<file path="config.mk">
export PLATFORM = sky130hd
export DESIGN_NAME = matmul_arb
export DESIGN_NICKNAME = d
export VERILOG_FILES = /design/src/rtl/matmul_arb.sv
export SDC_FILE = /design/constraint.sdc
export NUM_CORES = 1
export LEC_CHECK = 0
export CELL_PAD_IN_SITES_DETAIL_PLACEMENT = 2
export CELL_PAD_IN_SITES_GLOBAL_PLACEMENT = 2
export CORE_MARGIN = 1
export CORE_UTILIZATION = 24
export DETAILED_ROUTE_END_ITERATION = 6
export GPL_ROUTABILITY_DRIVEN = 0
export PLACE_DENSITY = 0.77
export SETUP_SLACK_MARGIN = 0.3
export SLEW_MARGIN = 20
export SYNTH_ARGS = -nofsm -noshare
export SYNTH_HDL_FRONTEND = slang
export SYNTH_SLANG_ARGS = --single-unit
</file>
<file path="constraint.sdc">
create_clock -name clk -period 1.6 [get_ports clk]
set_input_delay 0.32 -clock clk [delete_from_list [all_inputs] [get_ports clk]]
set_output_delay 0.32 -clock clk [all_outputs]
set_load 0.005 [all_outputs]
</file>
<file path="src/rtl/matmul_arb.sv">
// Two-requester round-robin arbiter time-sharing one matmul engine between two FOC channels.
// The winner's operands are registered toward the engine; a watchdog frees the engine on a lost done.
module matmul_arb #(
   parameter int D_WIDTH = 16,
   parameter int TIMEOUT = 64
) (
   input  logic               clk,
   input  logic               rstb,
   input  logic               req0,
   input  logic               req1,
   input  logic [1:0]         op0,
   input  logic [1:0]         op1,
   input  logic [D_WIDTH-1:0] a0,
   input  logic [D_WIDTH-1:0] b0,
   input  logic [D_WIDTH-1:0] a1,
   input  logic [D_WIDTH-1:0] b1,
   input  logic [15:0]        sin0,
   input  logic [15:0]        cos0,
   input  logic [15:0]        sin1,
   input  logic [15:0]        cos1,
   output logic               gnt0,
   output logic               gnt1,
   output logic               done0,
   output logic               done1,
   output logic               err0,
   output logic               err1,
   output logic [D_WIDTH-1:0] a_out0,
   output logic [D_WIDTH-1:0] b_out0,
   output logic [D_WIDTH-1:0] a_out1,
   output logic [D_WIDTH-1:0] b_out1,
   output logic               m_start,
   output logic [1:0]         m_op,
   output logic [D_WIDTH-1:0] m_a,
   output logic [D_WIDTH-1:0] m_b,
   output logic [15:0]        m_sin,
   output logic [15:0]        m_cos,
   input  logic [D_WIDTH-1:0] m_a_out,
   input  logic [D_WIDTH-1:0] m_b_out,
   input  logic               m_done,
   output logic               busy
);

   localparam int WD_W = (TIMEOUT > 2) ? $clog2(TIMEOUT) : 1;
   localparam logic [WD_W-1:0] WD_LAST = WD_W'(TIMEOUT - 1);

   typedef enum logic [0:0] {
      ST_IDLE = 1'b0,
      ST_BUSY = 1'b1
   } state_t;

   state_t r_state;
   state_t w_next_state;

   logic            r_last_owner;
   logic            r_owner;
   logic [WD_W-1:0] r_wdog;

   logic            w_grant;
   logic            w_win;
   logic            w_finish;
   logic            w_timeout;

   logic               r_gnt0, r_gnt1, r_done0, r_done1, r_err0, r_err1, r_start;
   logic [D_WIDTH-1:0] r_a_out0, r_b_out0, r_a_out1, r_b_out1;
   logic [1:0]         r_m_op;
   logic [D_WIDTH-1:0] r_m_a, r_m_b;
   logic [15:0]        r_m_sin, r_m_cos;

   // Next-state decode: winner selection in IDLE, completion or watchdog abort in BUSY.
   always_comb begin
      w_next_state = r_state;
      w_grant      = 1'b0;
      w_win        = 1'b0;
      w_finish     = 1'b0;
      w_timeout    = 1'b0;
      case (r_state)
         ST_IDLE: begin
            if (req0 && req1) begin
               w_grant = 1'b1;
               w_win   = ~r_last_owner;
            end else if (req0) begin
               w_grant = 1'b1;
               w_win   = 1'b0;
            end else if (req1) begin
               w_grant = 1'b1;
               w_win   = 1'b1;
            end else begin
               w_grant = 1'b0;
            end
            if (w_grant) begin
               w_next_state = ST_BUSY;
            end else begin
               w_next_state = ST_IDLE;
            end
         end
         ST_BUSY: begin
            // A real done beats a simultaneous watchdog expiry.
            if (m_done) begin
               w_finish     = 1'b1;
               w_next_state = ST_IDLE;
            end else if (r_wdog == WD_LAST) begin
               w_finish     = 1'b1;
               w_timeout    = 1'b1;
               w_next_state = ST_IDLE;
            end else begin
               w_next_state = ST_BUSY;
            end
         end
         default: begin
            w_next_state = ST_IDLE;
         end
      endcase
   end

   // State register.
   always_ff @(posedge clk or negedge rstb) begin
      if (!rstb) begin
         r_state <= ST_IDLE;
      end else begin
         r_state <= w_next_state;
      end
   end

   // Ownership, watchdog, engine operand latch, result capture and pulse outputs.
   always_ff @(posedge clk or negedge rstb) begin
      if (!rstb) begin
         r_last_owner <= 1'b1;
         r_owner      <= 1'b0;
         r_wdog       <= '0;
         r_gnt0       <= 1'b0;
         r_gnt1       <= 1'b0;
         r_done0      <= 1'b0;
         r_done1      <= 1'b0;
         r_err0       <= 1'b0;
         r_err1       <= 1'b0;
         r_start      <= 1'b0;
         r_a_out0     <= '0;
         r_b_out0     <= '0;
         r_a_out1     <= '0;
         r_b_out1     <= '0;
         r_m_op       <= 2'b00;
         r_m_a        <= '0;
         r_m_b        <= '0;
         r_m_sin      <= 16'h0000;
         r_m_cos      <= 16'h0000;
      end else begin
         r_gnt0  <= 1'b0;
         r_gnt1  <= 1'b0;
         r_done0 <= 1'b0;
         r_done1 <= 1'b0;
         r_err0  <= 1'b0;
         r_err1  <= 1'b0;
         r_start <= 1'b0;
         if (w_grant) begin
            r_m_op  <= w_win ? op1  : op0;
            r_m_a   <= w_win ? a1   : a0;
            r_m_b   <= w_win ? b1   : b0;
            r_m_sin <= w_win ? sin1 : sin0;
            r_m_cos <= w_win ? cos1 : cos0;
            r_gnt0  <= ~w_win;
            r_gnt1  <= w_win;
            r_start <= 1'b1;
            r_owner <= w_win;
            r_wdog  <= '0;
         end else if (w_finish) begin
            if (r_owner) begin
               r_done1 <= 1'b1;
               r_err1  <= w_timeout;
               if (!w_timeout) begin
                  r_a_out1 <= m_a_out;
                  r_b_out1 <= m_b_out;
               end
            end else begin
               r_done0 <= 1'b1;
               r_err0  <= w_timeout;
               if (!w_timeout) begin
                  r_a_out0 <= m_a_out;
                  r_b_out0 <= m_b_out;
               end
            end
            r_last_owner <= r_owner;
         end else if (r_state == ST_BUSY) begin
            r_wdog <= r_wdog + 1'b1;
         end
      end
   end

   assign gnt0    = r_gnt0;
   assign gnt1    = r_gnt1;
   assign done0   = r_done0;
   assign done1   = r_done1;
   assign err0    = r_err0;
   assign err1    = r_err1;
   assign a_out0  = r_a_out0;
   assign b_out0  = r_b_out0;
   assign a_out1  = r_a_out1;
   assign b_out1  = r_b_out1;
   assign m_start = r_start;
   assign m_op    = r_m_op;
   assign m_a     = r_m_a;
   assign m_b     = r_m_b;
   assign m_sin   = r_m_sin;
   assign m_cos   = r_m_cos;
   assign busy    = (r_state == ST_BUSY);

endmodule
</file>
-- Yosys cells after proc, flatten, opt, wreduce, memory -nomap -nowiden
Index checks and enable logic that the tools add are counted.
- muxes and demuxes: 40
- bitwise logic cells: 6
- reductions and logical operators: 6
- equal/unequal tests: 2
- $add $sub $neg: 1
- operators by type and width (operator ; count):
    2-to-1 mux 16 bit ; 4
    2-to-1 mux 1 bit ; 31
    2-to-1 mux 6 bit ; 3
    AND reduction 4 bit ; 2
    adder 6 x 1 -> 6 bit, second input constant ; 1
    == test 6 bit, second input constant ; 1
    inverter 1 bit ; 6
    AND reduction 2 bit ; 2
    2-to-1 mux 2 bit ; 1
    inequality test 2 bit, second input constant ; 1
    case mux 1 bit (2 select lines) ; 1
    nonzero test 2 bit ; 1
    logical AND 1 bit ; 1
- flip-flop bits (word level): 146
- logic and storage cells: 75
- input bits: 169
- output and inout bits: 138

-- Logic depth before layout (Yosys ltp)
Gate-level depths: netlist (run 1).
- depth after elaboration: 7
- depth in mapped cells: 8
- mapped depth without buffers: 4

-- Least setup slack after synthesis (run 1)
OpenSTA, ideal clock, no wires.
- kind: reg2reg
- start point: register r_wdog[0]
- end point: register r_wdog[0]
- arrival: 1.321 ns
- setup slack: 0.199 ns
- cell stages (with the launch flop): 5
- required time: 1.520 ns
- clock period less this slack: 1.401 ns
- path through: dfrtp_1 -> ha_1 -> nand3_1 -> o21ai_0 -> mux2i_1
- cells in the longest elaborated chain, start to end: 6
- ends and longest elaborated chain (element ; line ; text):
    from (decl) ; 56 ; logic [WD_W-1:0] r_wdog;
    from (signal assigned) ; 183 ; r_wdog <= r_wdog + 1'b1;
    branches (longest 6 deep; another with adder 6 x 1 -> 6 bit) ; -- ;
Parallel ways; which one is timed is not known. The select of a mux whose other input is x is not followed.
A chain may end at the register's enable or synchronous reset.

-- Final worst setup path (run 1)
- start point: register r_state (netlist: busy)
- end point: register r_m_a[6] (netlist: m_a[6])
- cells in the longest elaborated chain, start to end: 2
- ends and longest elaborated chain (element ; line ; text):
    from (decl) ; 51 ; state_t r_state;
    from (signal assigned) ; 120 ; r_state <= w_next_state;
    2-to-1 mux 1 bit ; 76 ; case (r_state)
    2-to-1 mux 16 bit ; 156 ; r_m_a <= w_win ? a1 : a0;
    to (signal assigned) ; 156 ;
    to (decl) ; 66 ; logic [D_WIDTH-1:0] r_m_a, r_m_b;
Several ways; a longest one is shown, not always the timed one.

==> flow_summary.toml, run 1 <==
[route]
drtAntennaViolNets = 0
dr_total_vias = 6462
met1_length_um = 11700
wl_per_cell_um = 22.9
wirelength_um = 30500
firstDrtPassIters = 4
wl_met2_um = 15700
drtIter0Drc = 256
highest_layer = "met4"
post-route-drc-count = 0
vias_per_cell = 4.84
wl_met3_um = 2260

[critical_path]
critPathTopFamily = "buffers and inverters"
crit_top_cell = "buf_12"
worstSetupStartpointType = "register"
cp_data_arrival_time_ns = 1.87
cp.required_ns = 1.91
crit_chain = "buf_12 > o21bai_4 > inv_6 > buf_12 > buf_16 > a22oi_1 > o21ai_1"
crit_buf_inv = 4
crit_path_end_kind = "register"
crit_fanout = 8
path_class = "reg -> reg"
max_stage_delay_ns = 0.43
critPathSlowestCell = "dfrtp_2"

[power_and_ir_drop]
seqPwrFrac_pct = 32.6
p_int_w = 0.0125
clkPwrFrac_pct = 22.2
irDropWorstVdd_uv = 669
p_switching_w = 0.00675
power_leakage_nw = 5.27
comb_power_share_pct = 45.2
powerDensity_nw_per_um2 = 1690
swShare_pct = 35.0

[yosys]
yosysSeqAreaShare_pct = 57.4
synth_edf_count = 0
synth_mux_area_share_pct = 11.9
synth-seq-cells = 146
syn-num-nets = 744
synth-xor-area-share_pct = 0
synthCells = 574
synthSimpleGateAreaFrac_pct = 7.03
yosys_warnings = 0
synth_top_family_by_area = "compound AO/OA/AOI/OAI gates"
synthesis.area_um2 = 6370
syn_area_per_cell_um2 = 11.1
async_flop_share_pct = 100
synthAdderAreaFrac_pct = 0.196
synth.distinct_cells = 35
synth_compound_area_share_pct = 19.3
ys.flop_type = "dfrtp_1"

[clock_tree]
cts_tree = "done"
clock_path_buffers = 2
htree_levels = 4
clock_latency_ns = 0.43
path_clk_slew_ns = 0.08
cts_root_buffer = "clkbuf_16"
numCtsBuffers = 17
cts_sinks = 146

[sta]
skew_ns = 0.0131
worstMarginPinSlew_ns = 0.478
rsz0062_at_grt = "true"
fin_crit_sh_pct = 97.4
hold_violations = 0
slew_violations = 0
fin_crit_ns = 1.56
timing.fmax_mhz = 642
setup_violations = 0
setup_slack_ns = 0.0412
whs_ns = 0.379
relSlewSlack_pct = 68.1

[min_path]
hp-class = "in -> async"

[global_routing]
grt_overflow = 0
grt_pass1_wl_um = 41600
grt_max_degree = 53
grt_pass1_vias = 7073
track_usage_pct = 20.6
antenna_found_initial = 0

[placed_design]
dp_hpwl_um = 17800
dp.cells = 1204
dpl_worst_slack_ns = -0.255
io_buffer_count = 306

[layout]
n_fill_cell = 2667
layout_commonest_cell = "clkdlybuf4s50_1"
post-route-util_pct = 43.8
stdcell_count = 1335
drive_gt1_share_pct = 40.0
final_nets = 1156
final_cell_mix = "167 x clkdlybuf4s50_1, 143 x dfrtp_1, 131 x buf_2"
area_growth_syn_to_layout_pct = 79.1

[floorplanning]
die_h_um = 165
core_um2 = 26100
die_x_um = 165
start_util_pct = 24.4
num_rows = 59
io_pins = 307
dieArea_um2 = 27200

[job]
drv_cap = 0

[run_status]
status = "finished, final reports clean"
[cell usage after synthesis (all sizes together), types with 2 or more instances]
cell type	instances	share of area, %
and2	3	0.29
dfrtp	145	57
nand2b	2	0.20
nor3	2	0.16
a22oi	66	7.8
buf	29	2.8
o21ai	68	5.3
nand3	3	0.24
and3	2	0.20
and4	2	0.27
nor2b	5	0.57
nor2	2	0.12
inv	2	0.16
clkbuf	21	1.2
a21oi	67	5.3
o211ai	2	0.24
mux2	64	11
mux2i	4	0.63
nand2	74	4.4
[per-stage QoR]
step	TNS (ns)	cell area, um2	total power (W)
2_1_floorplan	0	6460	0.00903
3_3_place_gp	-10.81	10100	0.0139
3_5_place_dp	-18.84	10100	0.0142
4_1_cts	0	10900	0.0183
5_1_grt	-0.0180	11400	0.0204
6_report	0	11400	0.0193
[registers in the layout, summed over array words and instances (netlist names), 2 cells and up]
name	flops
a_out1	16
m_cos	16
b_out0	16
m_b	16
m_sin	16
m_op	2
a_out0	16
b_out1	16
r_wdog	6
m_a	16
[logic make-up (layout without fill, tap and decap cells)]
family          Yosys count  after routing
flops                   146            146
mux                      68             68
fa+ha+maj                 1              1
simple gates            100            100
buf+inv                  52            477
other cells               0              1
compound gates          207            207
[path summary, 6_finish.rpt]
path	start	endpoint	slack, ns	cells past startpoint
max in group asynchronous	rstb	m_sin[6]	0.63	3
min in group clk	m_cos[1]	m_cos[1]	0.49	2
worst max register to register	busy	m_a[6]	0.04	7
worst min register to register	m_cos[1]	m_cos[1]	0.49	2
worst max-delay path	busy	m_a[6]	0.04	7
worst min-delay path	rstb	b_out0[4]	0.38	2
[area by class of cell]
class / instances / area (um2) / area share [%]
well taps: 335 / 419 / 3.67
multi-input cells: 376 / 2650 / 23.2
clock buffers: 18 / 439 / 3.85
flip-flops and latches: 146 / 3660 / 32.1
clock inverters: 14 / 184 / 1.61
repair buffers: 443 / 4050 / 35.5
inverters: 2 / 12.5 / 0.110
diodes: 1 / 2.50 / 0.0219
[power groups by stage]
| stage | combinational (W) | sequential, W | clock [W] |
|---|---|---|---|
| after floorplan | 0.00271 | 0.00633 | 0 |
| after global placement | 0.00763 | 0.00623 | 0 |
| after detailed placement | 0.00784 | 0.00637 | 0 |
| after CTS | 0.00773 | 0.00621 | 0.00438 |
| after global routing | 0.00941 | 0.00646 | 0.00453 |
| final | 0.00872 | 0.00628 | 0.00428 |
[repair_timing]
item / CTS / global route
gates resized for setup: 609 / 53
hold buffers: 1 / 0
setup buffers: 45 / 37
gates cloned: 10 / 5
setup endpoints to repair: 274 / 244
endpoints found under the hold margin: 33 / 0
pin swaps: 7 / 7
[routing by layer]
metal | GRT usage [%] | vias to the layer above
met3 | 7.18 | 54
met4 | 6.88 | 0
li1 | - | 2899
met1 | 23.1 | 3260
met5 | 0 | -
met2 | 36.2 | 249
Power figures use the tool's default switching activity.
==> run 2: changes to the inputs <==
- SLEW_MARGIN: 20 -> default
==> results of run 2 <==
No change in the layout: final DEF, timing and power equal those of run 1.
==> run 3: changes to the inputs <==
==> constraint.sdc (replaced) <==
create_clock -name clk -period 1.6 [get_ports clk]
set_input_delay 0.32 -clock clk [delete_from_list [all_inputs] [get_ports clk]]
set_output_delay 0.32 -clock clk [all_outputs]
set_load 0.1 [all_outputs]
==> flow_summary.toml, run 3 (synthesized netlist as in run 1, its figures left out) <==
[critical_path]
cp_data_arrival_time_ns = 1.95
crit_chain = "nand3b_1 > buf_6 > clkbuf_16 > mux2_4"
crit_path_end_kind = "register"
cp.required_ns = 1.91
r2r_end = "a_out0[10]"
worstSetupStartpointType = "register"
crit_fanout = 6
max_stage_delay_ns = 0.51
reg2regPathDepth = 4
critPathSlowestCell = "dfrtp_1"
path_class = "reg -> reg"
startpoint = "r_owner"
worstReg2RegStart = "r_owner"
r2r_slack_ns = -0.04
crit_end = "a_out0[10]"

[global_routing]
grt_overflow = 0
grt_pass1_wl_um = 46100
grt_max_degree = 48
track_usage_pct = 23.1
antenna_found_initial = 0
grt_pass1_vias = 7168

[layout]
multi_input_area_um2 = 3280
final_cell_mix = "167 x buf_12, 167 x clkdlybuf4s50_1, 129 x dfrtp_1"
drive_gt1_share_pct = 50.9
area_growth_syn_to_layout_pct = 127
seqCellArea_um2 = 3680
final_nets = 1167
post-route-util_pct = 55.5
n_fill_cell = 2310

[floorplanning]
num_rows = 59
die_x_um = 165
die_h_um = 165
io_pins = 307
dieArea_um2 = 27200
start_util_pct = 24.4
core_um2 = 26100

[sta]
fin_crit_ns = 1.64
setup_violations = 18
rsz0062_at_grt = "true"
setup_slack_ns = -0.0359
hold_violations = 0
timing.fmax_mhz = 611
fin_crit_sh_pct = 102
slew_violations = 0
worstMarginPinSlew_ns = 0.353
skew_ns = 0.0170
relSlewSlack_pct = 76.5
fin_tns_setup_ns = -0.259

[route]
dr_total_vias = 6713
firstDrtPassIters = 4
drtIter0Drc = 278
drtAntennaViolNets = 0
wirelength_um = 37300
vias_per_cell = 4.99
post-route-drc-count = 0
wl_per_cell_um = 27.7

[clock_tree]
clock_path_buffers = 2
htree_levels = 4
clock_latency_ns = 0.43
cts_root_buffer = "clkbuf_16"
cts_sinks = 146
path_clk_slew_ns = 0.08
numCtsBuffers = 17
cts_tree = "done"

[run_status]
violations = "setup timing"
status = "complete, but fails checks"

[placed_design]
dp_hpwl_um = 20100
dpl_worst_slack_ns = -0.341
io_buffer_count = 306

[job]
drv_cap = 0

[min_path]
hp-class = "in -> async"
run 3: changes by cell type in the layout (fill, tap and decap cells not counted), sizes merged:
cell and delta:
clkbuf +10, bufinv +1, clkinv -2, clkinvlp +2
run 3: worst min-delay path by stage:
stage,slack [ns],depth (start not counted),startpoint,end
2_1_floorplan,0.02,0,rstb,a_out0[0]
3_3_place_gp,0.15,1,rstb,b_out0[15]
3_5_place_dp,0.15,1,rstb,b_out0[15]
4_1_cts,0.26,2,rstb,b_out0[15]
5_1_grt,0.31,2,rstb,a_out1[15]
6_report,0.32,2,rstb,b_out0[15]
run 3: cell type report:
type / instances / area share [%]
repair inverters: 1 / 0.0432
clock buffers: 18 / 2.97
repair buffers: 453 / 44.8
diodes: 1 / 0.0173
well taps: 335 / 2.90
multi-input cells: 376 / 22.7
clock inverters: 14 / 1.13
inverters: 2 / 0.104
flip-flops and latches: 146 / 25.4
run 3: per-stage QoR:
stage                     hold WS (ns)  cells  cell area, um2
final                            0.323   1346           14500
after global placement           0.148   1208           11600
after CTS                        0.265   1273           13000
after floorplan                 0.0244    574            6540
after detailed placement         0.151   1208           11600
after global routing             0.306   1345           14500
run 3: worst max-delay path, delay by kind of cell, from the launching register on:
kind,cells,cell delay [ns]
simple gates,1,0.34
buf+inv,2,0.37
flops,1,0.51
mux,1,0.31
run 3: metal layers:
layer	routed length, um	track usage [%]	up-vias
li1	-	-	2939
met5	0	0	-
met4	844	6.34	0
met2	19800	41.8	265
met3	2460	6.78	43
met1	14200	26.2	3466
run 3: repair_timing:
action | CTS | global route
cloned | 11 | 18
endpoints found under the setup margin | 282 | 283
gates resized for setup | 79 | 211
hold buffers | 1 | 0
endpoints found under the hold margin | 145 | 0
buffers inserted | 21 | 54
pin swaps | 2 | 51
Power of run 3 is not shown: default switching activity piles up to over one toggle a cycle in this logic, so the estimate is an artifact.
